==> src/rtl/decode_queue_if.sv <==
// decode_queue_if: fetch-side and register-read-side handshake bundle for decode_queue
interface decode_queue_if #(parameter int DEPTH = 4);
  logic in_valid, in_ready, flush, out_valid, out_ready, out_illegal;
  logic [31:0] in_instr, in_pc, out_pc, out_imm;
  logic [6:0] out_opcode, out_funct7;
  logic [2:0] out_funct3;
  logic [4:0] out_rd, out_rs1, out_rs2;
  logic [$clog2(DEPTH):0] count;
  modport master(
    output in_valid, in_instr, in_pc, flush, out_ready,
    input in_ready, out_valid, out_pc, out_opcode, out_funct3, out_funct7,
    input out_rd, out_rs1, out_rs2, out_imm, out_illegal, count
  );
  modport slave(
    input in_valid, in_instr, in_pc, flush, out_ready,
    output in_ready, out_valid, out_pc, out_opcode, out_funct3, out_funct7,
    output out_rd, out_rs1, out_rs2, out_imm, out_illegal, count
  );
endinterface

==> src/rtl/decode_queue.sv <==
// decode_queue: RV32I decode-on-entry circular queue between fetch and register read
module decode_queue #(
  parameter int DEPTH = 4,
  parameter bit CHECK_ILLEGAL = 1'b1
) (
  input logic clk,
  input logic rst_n,
  decode_queue_if.slave bus
);
  localparam int AW = $clog2(DEPTH);
  localparam logic [AW:0] FULL = (AW+1)'(DEPTH);
  typedef struct packed {
    logic [31:0] pc;
    logic [6:0] op;
    logic [2:0] f3;
    logic [6:0] f7;
    logic [4:0] rd, rs1, rs2;
    logic [31:0] imm;
    logic ill;
  } entry_t;
  entry_t mem [DEPTH];
  entry_t dec, head;
  logic [AW-1:0] wr_ptr, rd_ptr;
  logic [AW:0] cnt;
  logic enq, deq;
  logic [31:0] ins;
  logic [6:0] op, f7;
  logic [2:0] f3;
  logic is_r, is_il, is_ld, is_jalr, is_s, is_b, is_j, is_auipc, is_lui, is_fence;
  logic known, bad, ill;
  assign ins = bus.in_instr;
  assign op = ins[6:0];
  assign f3 = ins[14:12];
  assign f7 = ins[31:25];
  always_comb begin
    is_r = op == 7'b0110011;
    is_il = op == 7'b0010011;
    is_ld = op == 7'b0000011;
    is_jalr = op == 7'b1100111;
    is_s = op == 7'b0100011;
    is_b = op == 7'b1100011;
    is_j = op == 7'b1101111;
    is_auipc = op == 7'b0010111;
    is_lui = op == 7'b0110111;
    is_fence = op == 7'b0001111;
    known = is_r | is_il | is_ld | is_jalr | is_s | is_b | is_j | is_auipc | is_lui | is_fence;
    bad = (is_r && f7 != 7'h00 && f7 != 7'h20) ||
          (is_r && f7 == 7'h20 && f3 != 3'd0 && f3 != 3'd5) ||
          (is_jalr && f3 != 3'd0) ||
          (is_ld && (f3 == 3'd3 || f3 == 3'd6 || f3 == 3'd7)) ||
          (is_s && f3 > 3'd2) ||
          (is_b && (f3 == 3'd2 || f3 == 3'd3));
    ill = !known || (CHECK_ILLEGAL && bad);
    dec = '0;
    dec.pc = bus.in_pc;
    dec.op = op;
    dec.ill = ill;
    dec.f3 = (!ill && (is_r | is_il | is_ld | is_jalr | is_s | is_b)) ? f3 : '0;
    dec.f7 = (!ill && (is_r | is_il)) ? f7 : '0;
    dec.rd = (!ill && (is_r | is_il | is_ld | is_jalr | is_auipc | is_lui | is_j)) ? ins[11:7] : '0;
    dec.rs1 = (!ill && (is_r | is_il | is_ld | is_jalr | is_s | is_b)) ? ins[19:15] : '0;
    dec.rs2 = (!ill && (is_r | is_s | is_b)) ? ins[24:20] : '0;
    dec.imm = ill ? '0 :
              (is_il | is_ld | is_jalr) ? {{20{ins[31]}}, ins[31:20]} :
              is_s ? {{20{ins[31]}}, ins[31:25], ins[11:7]} :
              is_b ? {{19{ins[31]}}, ins[31], ins[7], ins[30:25], ins[11:8], 1'b0} :
              is_j ? {{11{ins[31]}}, ins[31], ins[19:12], ins[20], ins[30:21], 1'b0} :
              (is_auipc | is_lui) ? {ins[31:12], 12'b0} : '0;
  end
  assign bus.in_ready = cnt < FULL;
  assign bus.out_valid = cnt != '0;
  assign enq = bus.in_valid && bus.in_ready && !bus.flush;
  assign deq = bus.out_valid && bus.out_ready && !bus.flush;
  always_ff @(posedge clk or negedge rst_n) begin
    if (!rst_n) begin
      wr_ptr <= '0;
      rd_ptr <= '0;
      cnt <= '0;
    end else if (bus.flush) begin
      wr_ptr <= '0;
      rd_ptr <= '0;
      cnt <= '0;
    end else begin
      wr_ptr <= enq ? wr_ptr + AW'(1) : wr_ptr;
      rd_ptr <= deq ? rd_ptr + AW'(1) : rd_ptr;
      cnt <= cnt + (AW+1)'(enq) - (AW+1)'(deq);
    end
  end
  always_ff @(posedge clk) begin
    if (enq) mem[wr_ptr] <= dec;
  end
  assign head = bus.out_valid ? mem[rd_ptr] : '0;
  assign bus.out_pc = head.pc;
  assign bus.out_opcode = head.op;
  assign bus.out_funct3 = head.f3;
  assign bus.out_funct7 = head.f7;
  assign bus.out_rd = head.rd;
  assign bus.out_rs1 = head.rs1;
  assign bus.out_rs2 = head.rs2;
  assign bus.out_imm = head.imm;
  assign bus.out_illegal = head.ill;
  assign bus.count = cnt;
endmodule
==> src/flat_wrapper.sv <==
// flat-port wrapper written by rule: the top's interface ports become plain ports
module decode_queue_flat 
#(
  parameter int DEPTH = 4,
  parameter bit CHECK_ILLEGAL = 1'b1
)
  (clk, rst_n, bus_in_valid, bus_in_instr, bus_in_pc, bus_flush, bus_out_ready, bus_in_ready, bus_out_valid, bus_out_pc, bus_out_opcode, bus_out_funct3, bus_out_funct7, bus_out_rd, bus_out_rs1, bus_out_rs2, bus_out_imm, bus_out_illegal, bus_count);
  decode_queue_if #(.DEPTH(DEPTH)) bus_i ();
  input logic clk;
  input logic rst_n;
  input wire logic [$bits(bus_i.in_valid)-1:0] bus_in_valid;
  input wire logic [$bits(bus_i.in_instr)-1:0] bus_in_instr;
  input wire logic [$bits(bus_i.in_pc)-1:0] bus_in_pc;
  input wire logic [$bits(bus_i.flush)-1:0] bus_flush;
  input wire logic [$bits(bus_i.out_ready)-1:0] bus_out_ready;
  output wire logic [$bits(bus_i.in_ready)-1:0] bus_in_ready;
  output wire logic [$bits(bus_i.out_valid)-1:0] bus_out_valid;
  output wire logic [$bits(bus_i.out_pc)-1:0] bus_out_pc;
  output wire logic [$bits(bus_i.out_opcode)-1:0] bus_out_opcode;
  output wire logic [$bits(bus_i.out_funct3)-1:0] bus_out_funct3;
  output wire logic [$bits(bus_i.out_funct7)-1:0] bus_out_funct7;
  output wire logic [$bits(bus_i.out_rd)-1:0] bus_out_rd;
  output wire logic [$bits(bus_i.out_rs1)-1:0] bus_out_rs1;
  output wire logic [$bits(bus_i.out_rs2)-1:0] bus_out_rs2;
  output wire logic [$bits(bus_i.out_imm)-1:0] bus_out_imm;
  output wire logic [$bits(bus_i.out_illegal)-1:0] bus_out_illegal;
  output wire logic [$bits(bus_i.count)-1:0] bus_count;
  assign bus_i.in_valid = bus_in_valid;
  assign bus_i.in_instr = bus_in_instr;
  assign bus_i.in_pc = bus_in_pc;
  assign bus_i.flush = bus_flush;
  assign bus_i.out_ready = bus_out_ready;
  assign bus_in_ready = bus_i.in_ready;
  assign bus_out_valid = bus_i.out_valid;
  assign bus_out_pc = bus_i.out_pc;
  assign bus_out_opcode = bus_i.out_opcode;
  assign bus_out_funct3 = bus_i.out_funct3;
  assign bus_out_funct7 = bus_i.out_funct7;
  assign bus_out_rd = bus_i.out_rd;
  assign bus_out_rs1 = bus_i.out_rs1;
  assign bus_out_rs2 = bus_i.out_rs2;
  assign bus_out_imm = bus_i.out_imm;
  assign bus_out_illegal = bus_i.out_illegal;
  assign bus_count = bus_i.count;
  decode_queue #(.DEPTH(DEPTH), .CHECK_ILLEGAL(CHECK_ILLEGAL)) u_core (.clk(clk), .rst_n(rst_n), .bus(bus_i));
endmodule
==> config.mk <==
export PLATFORM = sky130hd
export DESIGN_NAME = decode_queue_flat
export DESIGN_NICKNAME = d
export VERILOG_FILES = /design/src/rtl/decode_queue_if.sv /design/src/rtl/decode_queue.sv /design/src/flat_wrapper.sv
export SDC_FILE = /design/constraint.sdc
export NUM_CORES = 1
export LEC_CHECK = 0
export CAP_MARGIN = 5
export CORE_MARGIN = 2
export CORE_UTILIZATION = 45
export DETAILED_ROUTE_END_ITERATION = 7
export PLACE_DENSITY_LB_ADDON = 0.15
export SYNTH_ARGS = -nofsm -noshare
export SYNTH_HDL_FRONTEND = slang
export SYNTH_SLANG_ARGS = --single-unit
==> constraint.sdc <==
create_clock -name clk -period 7.4 [get_ports clk]
set_clock_uncertainty 0.1 [all_clocks]
set_input_delay 0.74 -clock clk [delete_from_list [all_inputs] [get_ports clk]]
set_output_delay 0.74 -clock clk [all_outputs]
set_load 0.02 [all_outputs]
==> results of run 1 <==
==> layout by cell type (no fill, tap or decap), types with 2 or more instances in the layout <==
cell	synthesis	layout
sky130_fd_sc_hd__dfrtp_4	0	2
sky130_fd_sc_hd__clkdlybuf4s50_1	0	170
sky130_fd_sc_hd__xnor2_1	3	3
sky130_fd_sc_hd__nand3_1	5	4
sky130_fd_sc_hd__nor3_2	2	2
sky130_fd_sc_hd__and2_4	0	4
sky130_fd_sc_hd__nand2_1	33	33
sky130_fd_sc_hd__inv_1	10	10
sky130_fd_sc_hd__nor2b_1	7	7
sky130_fd_sc_hd__a22oi_1	4	4
sky130_fd_sc_hd__mux4_2	97	97
sky130_fd_sc_hd__xor2_1	4	4
sky130_fd_sc_hd__o21a_1	2	2
sky130_fd_sc_hd__a21oi_2	11	11
sky130_fd_sc_hd__bufinv_16	0	6
sky130_fd_sc_hd__clkbuf_1	24	7
sky130_fd_sc_hd__nand2b_1	2	2
sky130_fd_sc_hd__o21ai_0	10	9
sky130_fd_sc_hd__clkinvlp_4	0	2
sky130_fd_sc_hd__nor2_1	25	25
sky130_fd_sc_hd__edfxtp_1	388	388
sky130_fd_sc_hd__and2_1	122	118
sky130_fd_sc_hd__nor3_1	2	2
sky130_fd_sc_hd__ha_1	6	6
sky130_fd_sc_hd__clkinv_2	0	6
sky130_fd_sc_hd__nand4b_4	2	2
sky130_fd_sc_hd__clkinv_1	0	9
sky130_fd_sc_hd__and4_1	6	6
sky130_fd_sc_hd__clkbuf_16	0	45
sky130_fd_sc_hd__a21oi_1	14	14
sky130_fd_sc_hd__dfrtp_1	7	5
sky130_fd_sc_hd__buf_4	1	6
==> worst reg2reg max path, cell delays in order (launching register included) <==
cell	delay, ps
sky130_fd_sc_hd__dfrtp_1	420
sky130_fd_sc_hd__nor2b_1	300
sky130_fd_sc_hd__nor2b_1	350
sky130_fd_sc_hd__and2_4	840
sky130_fd_sc_hd__buf_4	670
==> per-layer routing <==
| metal | share of wire, % | routed length [µm] | up-vias | GRT usage [%] |
|---|---|---|---|---|
| li1 | - | - | 3655 | - |
| met1 | 45 | 15500 | 4228 | 26.1 |
| met2 | 48 | 16600 | 239 | 30.2 |
| met3 | 5.5 | 1880 | 52 | 3.68 |
| met4 | 1.7 | 571 | 0 | 3.99 |
| met5 | 0 | 0 | - | 0 |
==> logic make-up after synthesis <==
kind of cell / after synthesis / synth area share (%)
AO/OA/AOI/OAI: 52 / 2.42
buffers and inverters: 56 / 1.58
adder cells (fa/ha/maj): 7 / 0.588
flip-flops: 395 / 73.2
AND/OR/NAND/NOR: 219 / 8.26
XOR/XNOR: 7 / 0.379
multiplexers: 98 / 13.6
==> per-stage QoR <==
| step | cells | utilization, % | hold slack (ps) | power, mW | setup WS (ps) |
|---|---|---|---|---|---|
| after global routing | 1502 | 55.6 | 395 | 6.99 | 2910 |
| after detailed placement | 1427 | 51.7 | 506 | 4.68 | 3450 |
| after global placement | 1426 | 51.6 | 530 | 4.68 | 3410 |
| after CTS | 1502 | 55.6 | 369 | 6.81 | 3010 |
| final | 1502 | 55.6 | 376 | 6.70 | 3050 |
| after floorplan | 834 | - | 344 | 3.82 | 3320 |
==> final timing paths <==
| kind | endpoint | depth (start not counted) | slack, ps | start |
|---|---|---|---|---|
| hold reg to reg | u_core.wr_ptr[0] | 2 | 530 | u_core.wr_ptr[0] |
| min in group clk | u_core.wr_ptr[0] | 2 | 530 | u_core.wr_ptr[0] |
| max in group asynchronous | u_core.rd_ptr[1] | 1 | 6560 | rst_n |
| setup / recovery | bus_out_rs2[4] | 4 | 3050 | u_core.rd_ptr[1] |
| hold / removal | u_core.bus.count[2] | 1 | 380 | rst_n |
| setup reg to reg | u_core.mem[3][51] | 4 | 4340 | u_core.bus.count[2] |
==> report_power, final <==
group | switching (mW) | total (mW) | internal [mW]
sequential | 0.0443 | 2.61 | 2.57
combinational | 1.01 | 1.97 | 0.956
clock | 0.811 | 2.12 | 1.31
==> state kept, by name, indices dropped and copies added, names as in the netlist <==
register          count
u_core.mem          388
u_core.bus.count      3
u_core.rd_ptr         2
u_core.wr_ptr         2
==> cell type report <==
type	instances	area, µm²
Timing Repair Buffer	178	1780
Clock inverter	23	259
Tap cell	461	577
Clock buffer	52	1150
Multi-Input combinational cell	383	4100
Fill cell	2768	15700
Inverter	10	37.5
Sequential cell	395	11800
==> Implementation_results.wiki, run 1 <==
{| class="wikitable"
! Metric !! Value
|-
| Run status || finished, final reports clean
|-
| Wirelength per Cell || 23.0 µm
|-
| Measured slew at the worst slew-check pin || 1230 ps
|-
| Max rail drop VDD || 0.664 mV
|-
| Number of antenna violations at the first check in global routing || 0
|-
| Max Clk Rate || 230 MHz
|-
| Maximum clock insertion buffer count || 3
|-
| Number of maximum-capacitance constraint violations || 0
|-
| Global-route usage over all layers || 18.5%
|-
| Total CTS buffers || 42
|-
| Category of the most critical setup path || reg -> out
|-
| Layout overhead on the synthesized area || 22.1%
|-
| Total wirelength of the detailed-routed design || 34600 µm
|-
| Wire length of the first global-routing pass || 52900 µm
|-
| Die span in x || 194 µm
|-
| Top-Level Pins || 171
|-
| Die height || 194 µm
|-
| Clock insertion delay at the later pin of the skew report || 520 ps
|-
| Post-DP HPWL || 20500 µm
|-
| Total negative slack || 0 ps
|-
| Critical path's top delay family || buffers and inverters
|-
| # rows || 69
|-
| Class of the tightest hold or removal check || in -> async
|-
| Setup violation total in the final timing report || 0
|-
| Remaining global-route overflow || 0
|-
| Number of enable-type register cells in the synthesized netlist || 388
|-
| CTS-repair resized insts || 0
|-
| Share of cells above drive strength 1 || 18.9%
|-
| Worst Path Required || 6560 ps
|-
| Proportion of synthesized flip-flops having asynchronous set or reset || 1.77%
|-
| Syn Area/Cell || 19.4 µm²
|-
| Crit path time final || 4350 ps
|-
| Clk slew on worst S/H paths || 60 ps
|-
| Library cell occupying the most area in the post-synthesis netlist || sky130_fd_sc_hd__edfxtp_1
|-
| Number of global-route vias before repair || 8675
|-
| Cell chain of the critical path || buf_4, mux4_2, and2_1, clkdlybuf4s50_1
|-
| DRC errors left || 0
|-
| Clock H-tree levels || 2
|-
| Power density over cell area || 340 nW/µm²
|-
| Cell chosen for the clock root || sky130_fd_sc_hd__clkbuf_16
|-
| Final Slew Violations || 0
|-
| Slowest cell on crit path || sky130_fd_sc_hd__dfrtp_4
|-
| Biggest cell delay along the critical path || 980 ps
|-
| Fin. Hold Viols || 0
|-
| Most used DFF post-synth || sky130_fd_sc_hd__edfxtp_1
|-
| Via count || 8174
|-
| Fin area || 19700 µm²
|-
| Global placer's final weighted congestion || 0.857
|-
| Number of buffers inserted by port buffering || 170
|-
| Core Box Area || 35500 µm²
|-
| Number of sinks on the clock net || 395
|-
| Hold buffers post-CTS || 0
|-
| Drt initial violations || 448
|-
| Total number of yosys warnings || 0
|-
| Fraction of the yosys area taken by sequential cells || 73.2%
|-
| Cell types occupying the most area after synthesis || sky130_fd_sc_hd__edfxtp_1, sky130_fd_sc_hd__mux4_2, sky130_fd_sc_hd__and2_1, sky130_fd_sc_hd__dfrtp_1, sky130_fd_sc_hd__nand2_1
|-
| Fraction of synthesized cell area taken by the top area cell type || 72.1%
|-
| Pin count of the biggest net entering global routing || 100
|-
| Arrival time at the worst endpoint || 3510 ps
|-
| Number of search-and-repair iterations in the first detailed-routing pass || 4
|-
| Number of routed nets with antenna violations || 0
|-
| Cell area after synthesis || 16200 µm²
|-
| Total die area || 37400 µm²
|-
| Worst rel slew slack || 17.5%
|-
| CTS tree || yes
|-
| Most common cell in the netlist || sky130_fd_sc_hd__edfxtp_1
|-
| Post-route clock period utilization || 58.8%
|-
| Commonest cells in the netlist || sky130_fd_sc_hd__edfxtp_1, sky130_fd_sc_hd__and2_1, sky130_fd_sc_hd__mux4_2
|-
| Number of diodes added for antenna fixing || 0
|-
| CP Buf/Inv Count || 2
|-
| RSZ-0062 raised after global routing || false
|-
| Cell Area, Placed || 18300 µm²
|-
| Pleak || 6.32 nW
|-
| Initial core utilization || 45.5%
|-
| Number of nets in the synthesized netlist || 910
|-
| Endpoint type of the worst setup path || primary output
|-
| Top fanout value on the critical path || 52
|-
| Syn Inst Count || 834
|-
| Setup bufs post-CTS || 0
|-
| Cell variety after synth || 54
|-
| Kind of launch point of the worst setup path || register
|-
| Average via count per standard cell || 5.44
|-
| Flop and latch count out of synthesis || 395
|-
| Number of nets in the finished design || 1086
|}
Note: power is estimated with default switching activity, not from simulation.
==> run 2, diff against run 1 <==
- clock period: 7.4 -> 4.55 ns (I/O delays scaled with it)
==> Implementation_results.wiki, run 2 (synthesis results as in run 1) <==
{| class="wikitable"
! Metric !! Value
|-
| Top fanout value on the critical path || 31 (-40%)
|-
| Post-route clock period utilization || 81.5%
|-
| Wire length of the first global-routing pass || 54000 µm (+2.1%)
|-
| Clock insertion delay at the later pin of the skew report || 520 ps (about the same)
|-
| Die height || 194 µm (unchanged)
|-
| RSZ-0062 raised after global routing || false
|-
| Via count || 8294 (+1.5%)
|-
| Initial core utilization || 45.5% (unchanged)
|-
| Average via count per standard cell || 5.49 (+0.80%)
|-
| Kind of launch point of the worst setup path || register
|-
| Drt initial violations || 533 (+19%)
|-
| Setup violation total in the final timing report || 0 (unchanged)
|-
| Cell internal power dissipation || 7.66 mW (+58%)
|-
| Fraction of power consumed by sequential logic || 40.3% (+1.3 points)
|-
| Top-Level Pins || 171 (unchanged)
|-
| Cell chain of the critical path || buf_4, mux4_2, and2_1, clkdlybuf4s50_1
|-
| Global-route usage over all layers || 19.0% (+0.45 points)
|-
| Switching power share of the total || 28.3% (+0.38 points)
|-
| FF-to-FF setup slack || 1710 ps (-2630 ps)
|-
| Hold buffers post-CTS || 0 (unchanged)
|-
| Power density over cell area || 540 nW/µm² (+59%)
|-
| CTS-repair resized insts || 0 (unchanged)
|-
| Pleak || 6.33 nW (+0.17%)
|-
| Slowest cell on crit path || sky130_fd_sc_hd__dfrtp_4
|-
| Reg2Reg Capture Point || u_core.bus.count[2]
|-
| Core Box Area || 35500 µm² (unchanged)
|-
| Class of the tightest hold or removal check || in -> async
|-
| Crit path time final || 3710 ps
|-
| Pin count of the biggest net entering global routing || 60 (-40%)
|-
| Fin. Hold Viols || 0 (unchanged)
|-
| Run status || finished, final reports clean
|-
| Number of diodes added for antenna fixing || 0 (unchanged)
|-
| Number of global-route vias before repair || 8661 (-0.16%)
|-
| Measured slew at the worst slew-check pin || 797 ps (-437 ps)
|-
| Worst slack on hold paths || 121 ps (-255 ps)
|-
| Reg2reg path depth || 10 (+6)
|-
| Origin of the critical flop-to-flop path || u_core.bus.count[1]
|-
| Number of antenna violations at the first check in global routing || 0 (unchanged)
|-
| Cell chosen for the clock root || sky130_fd_sc_hd__clkbuf_16
|-
| Setup bufs post-CTS || 0 (unchanged)
|-
| Most common cell after layout, fill and taps aside || sky130_fd_sc_hd__edfxtp_1
|-
| Register with the most flip-flops || u_core.mem
|-
| Total CTS buffers || 42 (unchanged)
|-
| Layout overhead on the synthesized area || 22.2% (about the same)
|-
| Number of search-and-repair iterations in the first detailed-routing pass || 5 (+1)
|-
| Total die area || 37400 µm² (unchanged)
|-
| Max rail drop VDD || 0.430 mV (-35%)
|-
| Die span in x || 194 µm (unchanged)
|-
| CTS tree || yes
|-
| Final Slew Violations || 0 (unchanged)
|-
| Number of nets in the finished design || 1098 (+1.1%)
|-
| Global placer's final weighted congestion || 0.901 (+5.2%)
|-
| Arrival time at the worst endpoint || 3160 ps (-350 ps)
|-
| Biggest cell delay along the critical path || 840 ps (-140 ps)
|-
| Number of maximum-capacitance constraint violations || 0 (unchanged)
|-
| Flip-flop count of the largest register, all copies and words added || 388 (unchanged)
|-
| Final Power || 10.7 mW (+59%)
|-
| Category of the most critical setup path || reg -> out
|-
| Leading cell types in the layout, fill and taps excluded || sky130_fd_sc_hd__edfxtp_1, sky130_fd_sc_hd__clkdlybuf4s50_1, sky130_fd_sc_hd__and2_1
|-
| Number of buffers inserted by port buffering || 170 (unchanged)
|-
| Wirelength per Cell || 23.3 µm (+1.1%)
|-
| Clk slew on worst S/H paths || 60 ps (about the same)
|-
| Total wirelength of the detailed-routed design || 35200 µm (+1.8%)
|-
| Worst rel slew slack || 46.8% (+29 points)
|-
| Clock H-tree levels || 2 (unchanged)
|-
| Total negative slack || 0 ps (unchanged)
|-
| Logic gate share of total power || 29.9% (+0.5 points)
|-
| Post-DP HPWL || 22100 µm (+8.0%)
|-
| Number of routed nets with antenna violations || 0 (unchanged)
|-
| Worst Path Required || 3990 ps (-2570 ps)
|-
| Portion of total power attributed to the clock network || 29.8% (-1.8 points)
|-
| Share of cells above drive strength 1 || 19.1% (+0.20 points)
|-
| Remaining global-route overflow || 0 (unchanged)
|-
| Number of sinks on the clock net || 395 (unchanged)
|-
| Endpoint type of the worst setup path || primary output
|-
| Power dissipated by switching net loads || 3.02 mW (+61%)
|-
| # rows || 69 (unchanged)
|-
| DRC errors left || 0 (unchanged)
|-
| Maximum clock insertion buffer count || 3 (unchanged)
|-
| Max Clk Rate || 270 MHz
|}
-- run 2: critical path, delay by kind of cell, from the launching register on --
kind                   cells  cell delay [ps]
flip-flops                 1              840
buffers and inverters      2             1020
AND/OR/NAND/NOR            1              170
multiplexers               1              560
-- run 2: final cells by class --
class	count	area [µm²]
clock buffer	65	1220
sequential	395	11800
fill	2762	15700
clock inverter	8	60.1
timing repair buffer	190	1910
multi-input combinational	383	4100
inverter	10	37.5
tap	461	577
-- run 2: worst max path at each step --
stage | cells past startpoint | endpoint | startpoint
final | 4 | bus_out_imm[1] | u_core.rd_ptr[0]
after global routing | 4 | bus_out_imm[30] | u_core.rd_ptr[0]
after CTS | 4 | bus_out_imm[1] | u_core.rd_ptr[0]
after detailed placement | 6 | u_core.mem[0][12] | bus_in_instr[4]
after global placement | 4 | bus_out_imm[1] | u_core.rd_ptr[0]
after floorplan | 3 | u_core.mem[0][0] | u_core.bus.count[2]
-- run 2: routing by layer --
layer  global-route usage [%]  share of wire [%]
met3                     3.28                5.4
met5                        0                  0
met2                     30.0                 48
met4                     5.29                2.1
met1                     27.4                 45
-- run 2: power groups by stage --
stage | Sequential, mW | Combinational, mW | Clock (mW)
after floorplan | 4.31 | 1.90 | 0
after global placement | 4.38 | 3.26 | 0
after detailed placement | 4.38 | 3.26 | 0
after CTS | 4.31 | 3.27 | 3.25
after global routing | 4.33 | 3.41 | 3.39
final | 4.30 | 3.19 | 3.18
-- run 2: per-stage QoR --
stage	util, %	instance area (µm²)	cells	setup WS [ps]
global placement	52.0	18500	1439	1310
detailed placement	52.0	18500	1439	1190
floorplan	-	16200	834	721
global route	55.6	19700	1512	651
finish	55.6	19700	1512	840
CTS	55.6	19700	1512	738
